===== src/rtl/mips_exc_ctrl.sv =====
// Exception / ERET sequencer for a MIPS-style pipeline: records EPC and Cause in
// CP0 on an exception, then redirects fetch to the handler or back to EPC.
module mips_exc_ctrl #(
  parameter logic [31:0] EXC_VECTOR = 32'h8000_0180
) (
  input  logic        clk,
  input  logic        rst,
  input  logic [5:0]  hw_int,
  input  logic        exc_valid,
  input  logic [31:0] exc_pc,
  input  logic        exc_bd,
  input  logic        exc_adel,
  input  logic        exc_ades,
  input  logic        exc_ri,
  input  logic        exc_ov,
  input  logic        exc_sys,
  input  logic        exc_bp,
  input  logic [31:0] exc_badvaddr,
  input  logic        eret,
  input  logic        mtc0_en,
  input  logic [4:0]  mtc0_addr,
  input  logic [31:0] mtc0_data,
  input  logic        cop_rd_int,
  input  logic [31:0] cop_rd_epc,
  output logic        cop_wr_en,
  output logic [4:0]  cop_wr_addr,
  output logic [31:0] cop_wr_data,
  output logic        cop_exl_set,
  output logic        cop_exl_reset,
  output logic        cop_cause_en,
  output logic        cop_cause_bd,
  output logic [5:0]  cop_cause_int,
  output logic [3:0]  cop_cause_excode,
  output logic        cop_badvaddr_en,
  output logic [31:0] cop_badvaddr_data,
  output logic        flush,
  output logic        redirect,
  output logic [31:0] redirect_pc,
  output logic        busy
);

  typedef enum logic [1:0] {IDLE, EXC_VEC, ERET_VEC} state_t;

  localparam logic [4:0] EPC_ADDR = 5'd14;

  state_t      state_reg, state_next;
  logic [31:0] epc;
  logic        any_flag;
  logic        take;
  logic [3:0]  excode;
  logic        sel_badvaddr;

  always_ff @(posedge clk) begin
    if (rst) begin
      state_reg     <= IDLE;
      cop_cause_int <= 6'd0;
    end else begin
      state_reg     <= state_next;
      cop_cause_int <= hw_int;
    end
  end

  assign epc      = exc_bd ? (exc_pc - 32'd4) : exc_pc;
  assign any_flag = exc_adel | exc_ades | exc_ri | exc_ov | exc_sys | exc_bp;
  assign take     = (state_reg == IDLE) & exc_valid & (cop_rd_int | any_flag);

  // Fixed priority: interrupt first, AdES last; only the winner is reported.
  always_comb begin
    excode       = 4'd0;
    sel_badvaddr = 1'b0;
    if (cop_rd_int) begin
      excode = 4'd0;
    end else if (exc_adel) begin
      excode       = 4'd4;
      sel_badvaddr = 1'b1;
    end else if (exc_ri) begin
      excode = 4'd10;
    end else if (exc_ov) begin
      excode = 4'd12;
    end else if (exc_sys) begin
      excode = 4'd8;
    end else if (exc_bp) begin
      excode = 4'd9;
    end else if (exc_ades) begin
      excode       = 4'd5;
      sel_badvaddr = 1'b1;
    end
  end

  always_comb begin
    state_next        = state_reg;
    cop_wr_en         = 1'b0;
    cop_wr_addr       = 5'd0;
    cop_wr_data       = 32'd0;
    cop_exl_set       = 1'b0;
    cop_exl_reset     = 1'b0;
    cop_cause_en      = 1'b0;
    cop_cause_bd      = 1'b0;
    cop_cause_excode  = 4'd0;
    cop_badvaddr_en   = 1'b0;
    cop_badvaddr_data = 32'd0;
    flush             = 1'b0;
    redirect          = 1'b0;
    redirect_pc       = 32'd0;
    busy              = 1'b0;

    case (state_reg)
      IDLE: begin
        if (take) begin
          cop_wr_en        = 1'b1;
          cop_wr_addr      = EPC_ADDR;
          cop_wr_data      = epc;
          cop_cause_en     = 1'b1;
          cop_cause_bd     = exc_bd;
          cop_cause_excode = excode;
          cop_exl_set      = 1'b1;
          flush            = 1'b1;
          if (sel_badvaddr) begin
            cop_badvaddr_en   = 1'b1;
            cop_badvaddr_data = exc_badvaddr;
          end
          state_next = EXC_VEC;
        end else if (eret) begin
          cop_exl_reset = 1'b1;
          flush         = 1'b1;
          state_next    = ERET_VEC;
        end else begin
          cop_wr_en   = mtc0_en;
          cop_wr_addr = mtc0_addr;
          cop_wr_data = mtc0_data;
        end
      end
      EXC_VEC: begin
        redirect    = 1'b1;
        redirect_pc = EXC_VECTOR;
        flush       = 1'b1;
        busy        = 1'b1;
        state_next  = IDLE;
      end
      ERET_VEC: begin
        redirect    = 1'b1;
        redirect_pc = cop_rd_epc;
        flush       = 1'b1;
        busy        = 1'b1;
        state_next  = IDLE;
      end
      default: state_next = IDLE;
    endcase

    // Reset silences every command in the cycle it is asserted, aborting any redirect.
    if (rst) begin
      state_next        = IDLE;
      cop_wr_en         = 1'b0;
      cop_wr_addr       = 5'd0;
      cop_wr_data       = 32'd0;
      cop_exl_set       = 1'b0;
      cop_exl_reset     = 1'b0;
      cop_cause_en      = 1'b0;
      cop_cause_bd      = 1'b0;
      cop_cause_excode  = 4'd0;
      cop_badvaddr_en   = 1'b0;
      cop_badvaddr_data = 32'd0;
      flush             = 1'b0;
      redirect          = 1'b0;
      redirect_pc       = 32'd0;
      busy              = 1'b0;
    end
  end

endmodule


===== config.mk =====
export PLATFORM = sky130hd
export DESIGN_NAME = mips_exc_ctrl
export DESIGN_NICKNAME = d
export VERILOG_FILES = /design/src/rtl/mips_exc_ctrl.sv
export SDC_FILE = /design/constraint.sdc
export NUM_CORES = 1
export LEC_CHECK = 0
export ABC_CLOCK_PERIOD_IN_PS = 3900
export CAP_MARGIN = 20
export CORE_AREA = 5 5 104 106
export CTS_CLUSTER_DIAMETER = 50
export DETAILED_ROUTE_END_ITERATION = 7
export DIE_AREA = 0 0 109 111
export GPL_TIMING_DRIVEN = 1
export PLACE_DENSITY = 0.66
export SYNTH_ARGS = -nofsm -noshare
export SYNTH_HDL_FRONTEND = slang
export SYNTH_SLANG_ARGS = --single-unit

===== constraint.sdc =====
create_clock -name clk -period 3.9 [get_ports clk]
set_input_delay 0.585 -clock clk [delete_from_list [all_inputs] [get_ports clk]]
set_output_delay 0.585 -clock clk [all_outputs]
set_load 0.02 [all_outputs]

Yosys cells after proc, flatten, opt, wreduce, memory -nomap -nowiden:

Index checks and enable logic that the tools add are counted.

* bitwise operators: 9
* eq/ne operators: 2
* $add $sub $neg: 1
* reductions and logical operators: 5
* mux-type cells: 57

Operator list (count)
* 32-bit 2-to-1 mux: 10
* 32-bit case mux with 2 select lines: 1
* 4-bit 2-to-1 mux: 9
* 32-bit by 3-bit subtractor with 32-bit output (second input constant): 1
* 1-bit 2-to-1 mux: 31
* 5-bit 2-to-1 mux: 4
* 1-bit bitwise OR: 6
* 2-bit OR reduction: 2
* 3-bit 2-to-1 mux: 1
* 3-bit OR reduction: 1
* 1-bit bitwise AND: 2
* 2-bit by 1-bit == test with 1-bit output (second input constant): 1
* 2-bit == test (second input constant): 1
* 2-bit zero test: 1
* 1-bit case mux with 2 select lines: 1
* 2-bit nonzero test: 1
* 1-bit NOT: 1

* word-level logic and storage cells: 77
* output and inout port bits: 120
* bits in registers: 8

Depth between registers and ports, before layout:

* word-level depth: 11
* gate-level depth with buffers: 9
* mapped depth without buffers: 7

Worst setup path after synthesis:

Ideal clock, no wire load.

* kind: in2out
* start: input port exc_pc[6]
* end: output port cop_wr_data[30]
* path buffers: 2
* setup slack: 0.760 ns
* stages on the path: 7
* data arrival time: 2.555 ns
* cell sequence: or3_1 > clkbuf_1 > nor4_1 > clkbuf_1 > nand4_1 > xor2_1 > a221oi_1

* word-level cells in the longest chain between the ends: 5

Ends and longest elaborated chain
* start, declared: RTL line 10 `input logic [31:0] exc_pc,`
* 32-bit by 3-bit subtractor with 32-bit output: RTL line 63 `assign epc = exc_bd ? (exc_pc - 32'd4) : exc_pc;`
* 32-bit 2-to-1 mux: RTL line 63
* 32-bit 2-to-1 mux: RTL line 109 `if (take) begin`
* 32-bit 2-to-1 mux: RTL line 107 `case (state_reg)`
* 32-bit 2-to-1 mux: RTL line 151 `if (rst) begin`
* end, declared: RTL line 27 `output logic [31:0] cop_wr_data,`

Every way passes these cells.

Final worst setup path:

* start: input port exc_pc[3]
* end: output port cop_wr_data[27]

The elaborated chain is that of the path after synthesis.

==> impl_metrics.tcl <==
set metrics [dict create \
    async_flop_share 0 \
    max-cap-violations 0 \
    final-seq-area_um2 160 \
    yosys.area_share.simple 0.554 \
    min_path_type "reg2reg" \
    slew_at_the_pin_with_the_worst_max_slew_slack_ns 0.580 \
    syn_inst_count 323 \
    worst_r2r_startpoint "state_reg[0]" \
    post_synth.cell_area_avg_um2 6.23 \
    cts_tree "done" \
    gr-total-overflow 0 \
    setup_tns_ns 0 \
    synth_compound_area_frac 0.178 \
    final-hold-violation-count 0 \
    top_level_ports 272 \
    detailedRoute.firstIterationViolations 130 \
    timing.critical_path.to_type "output pin" \
    sequential_element_share_of_the_synthesized_area 0.0796 \
    area_delta_synth_final_pct 157 \
    r2r_end "state_reg[0]" \
    timing.final.crit_period_ns 3.80 \
    status "complete, no violations" \
    arrival_time_at_the_worst_endpoint_ns 3.21 \
    largest_register_ffs 6 \
    design_area_um2 5170 \
    power.density_cell_area_nw_per_um2 140 \
    crit_fanout 10 \
    chipHeight_um 111 \
    register_clock_pin_slew_on_the_reported_worst_setup_and_hold_paths_ns 0.04 \
    viasPerCell 4.61 \
    irDropWorstVdd_uv 93.3 \
    synth_adder_area_share 0.0311 \
    reg2reg_depth 6 \
    number_of_antenna_violations_at_the_first_check_in_global_routing 1 \
    nNetsFinal 767 \
    hold_end "state_reg[0]" \
    die-width_um 109 \
    post-route-period-util 0.974 \
    cts_buffers 3 \
    place_congestion 0.871 \
    grt_first_pass_wirelength_um 19600 \
    clockPowerShare 0.139 \
    via_count 3421 \
    routed_wirelength_um 13100 \
    routed_wire_length_per_instance_um 17.7 \
    max_freq_mhz 263 \
    synth_area_um2 2010 \
    synthMuxAreaShare 0 \
    synth_seq_cells 8 \
    groute.usage.overall 0.204 \
    floorplan.initialDensity 0.208 \
    ys.warnings.count 0 \
    final.fill_count 945 \
    grt_max_degree 34 \
    rows 36 \
    share_of_total_power_consumed_by_net_switching 0.378 \
    firstDrtPassIters 4 \
    number_of_enable_flip_flop_cells_after_synthesis 0 \
    p_seq_frac 0.124 \
    final-setup-viol-count 0 \
    report.final.slew_viol_count 0 \
    dp_hpwl_um 11400 \
    max_slew_headroom 0.610 \
    timing.clock.skew_ns 0.0000285 \
    dieArea_um2 12100 \
    ys.flop_type "sky130_fd_sc_hd__dfxtp_1" \
    drc 0 \
    worst_setup_path_start_kind "input pin" \
    footprint_of_the_multi_input_gates_um2 1740 \
    static-leakage-power_nw 2.06 \
    combinational_share_of_power 0.737 \
    power.internal_mw 0.449 \
    final_cell_mix "sky130_fd_sc_hd__clkdlybuf4s50_1, sky130_fd_sc_hd__and2_1, sky130_fd_sc_hd__nand2_1" \
    tritoncts_sink_count 8 \
    critPathKind "in2out" \
    final_layout_size_suffix_gt1_frac 0.0789 \
    reg2reg_slack_ns 2.27 \
    cell_count_final_fillers_out 742 \
    post_dp_cell_area_um2 5090 \
    fp.coreArea_um2 9680 \
    antenna_left 0 \
    clockBufferDepth 2 \
    worstPathRequired_ns 3.31 \
    worstHoldPathCells 2 \
    hold_path_startpoint "state_reg[0]" \
    final_common_cell "sky130_fd_sc_hd__clkdlybuf4s50_1" \
    clock-root-buffer "sky130_fd_sc_hd__clkbuf_8" \
    p_sw_mw 0.273 \
    cts.hold.buffers_added 0 \
    syn-num-nets 480 \
    port_buffers 271 \
    worstSkewPairLatency_ns 0.23 \
    post-route-util 0.533 \
    synth.lib_cells_used.distinct 45 \
    dp_cells 738 \
    dominant_combinational_cell_family_by_area_after_synthesis "simple AND/OR/NAND/NOR gates" \
    clock_tree.htree_level_count 1 \
    synth_xor_area_frac 0.0914 \
    first_global_vias 3631 \
]
==> cells in the mapped netlist (2+ instances only) <==
library cell	n	area, µm²
sky130_fd_sc_hd__and3_1	3	18.8
sky130_fd_sc_hd__nor2b_1	10	62.6
sky130_fd_sc_hd__clkbuf_1	20	75.1
sky130_fd_sc_hd__nand3b_1	3	22.5
sky130_fd_sc_hd__and2_1	62	388
sky130_fd_sc_hd__or4_1	6	45.0
sky130_fd_sc_hd__nand4_1	5	31.3
sky130_fd_sc_hd__inv_1	7	26.3
sky130_fd_sc_hd__nor4_1	9	56.3
sky130_fd_sc_hd__nor3b_1	2	15.0
sky130_fd_sc_hd__xnor2_1	6	52.6
sky130_fd_sc_hd__nor4b_1	3	26.3
sky130_fd_sc_hd__a211oi_1	3	22.5
sky130_fd_sc_hd__ha_1	5	62.6
sky130_fd_sc_hd__dfxtp_1	8	160
sky130_fd_sc_hd__o21ai_0	10	50.1
sky130_fd_sc_hd__o21ai_1	4	20.0
sky130_fd_sc_hd__a221oi_1	2	17.5
sky130_fd_sc_hd__nand2_1	36	135
sky130_fd_sc_hd__buf_4	3	22.5
sky130_fd_sc_hd__nand2b_1	2	12.5
sky130_fd_sc_hd__nor3_1	7	35.0
sky130_fd_sc_hd__o211ai_1	2	15.0
sky130_fd_sc_hd__o22ai_1	3	18.8
sky130_fd_sc_hd__nand3_1	21	105
sky130_fd_sc_hd__a21oi_1	27	135
sky130_fd_sc_hd__xor2_1	15	131
sky130_fd_sc_hd__or3_1	4	25.0
sky130_fd_sc_hd__nor2_1	18	67.6
sky130_fd_sc_hd__buf_2	2	10.0
==> power by group through the flow <==
stage          Sequential, mW  Clock, mW  Combinational (mW)
6_report               0.0899      0.100               0.532
5_1_grt                0.0903      0.110               0.572
4_1_cts                0.0899      0.103               0.541
3_3_place_gp           0.0911          0               0.535
3_5_place_dp           0.0912          0               0.538
2_1_floorplan          0.0950          0               0.189
==> routing by layer <==
| layer | vias up | global-route usage | routed length, µm |
|---|---|---|---|
| met1 | 1540 | 0.202 | 4440 |
| met2 | 169 | 0.390 | 6940 |
| met5 | - | 0 | 0 |
| li1 | 1698 | - | - |
| met4 | 0 | 0.0513 | 219 |
| met3 | 14 | 0.0740 | 1510 |
==> stage by stage <==
stage / power, mW / setup slack, ns / hold slack (ns)
floorplan: 0.284 / 0.760 / 0.456
global placement: 0.627 / -0.0483 / 0.485
detailed placement: 0.630 / -0.0552 / 0.486
CTS: 0.734 / 0.00938 / 0.495
global route: 0.772 / -0.00914 / 0.525
finish: 0.722 / 0.102 / 0.493
==> cell families after synthesis <==
group                      after synthesis
DFF                                      8
buffers and inverters                   32
and+or+nand+nor                        197
AOI/OAI and AO/OA                       60
xor gates and xnor gates                21
adders and majority gates                5
==> critical path: stages <==
cell and delay [ns]:
sky130_fd_sc_hd__clkdlybuf4s50_1 0.45, sky130_fd_sc_hd__or4b_1 0.56, sky130_fd_sc_hd__or4_1 0.42, sky130_fd_sc_hd__buf_4 0.19, sky130_fd_sc_hd__nor4_2 0.26, sky130_fd_sc_hd__a211o_1 0.14
sky130_fd_sc_hd__clkdlybuf4s50_1 0.59
==> final cells by class <==
class	count	share of cell area
Tap cell	133	0.0322
Timing Repair Buffer	307	0.586
Sequential cell	8	0.0310
Antenna cell	1	0.000484
Multi-Input combinational cell	283	0.337
Clock buffer	3	0.00799
Inverter	7	0.00509
==> worst max-delay path by stage <==
stage	startpoint	to	slack, ns	cells after the start
2_1_floorplan	exc_pc[6]	cop_wr_data[30]	0.76	7
3_3_place_gp	exc_pc[3]	cop_wr_data[19]	-0.05	8
6_report	exc_pc[3]	cop_wr_data[27]	0.10	7
3_5_place_dp	exc_pc[3]	cop_wr_data[19]	-0.06	8
4_1_cts	exc_pc[12]	cop_wr_data[31]	0.009	7
5_1_grt	exc_pc[3]	cop_wr_data[27]	-0.009	7
==> repair_timing <==
item,CTS,global route
pin swaps,0,0
gates resized for setup,2,11
endpoints found under the setup margin,2,12
buffers inserted,0,0
No activity file was read; power rests on OpenSTA's default activity.
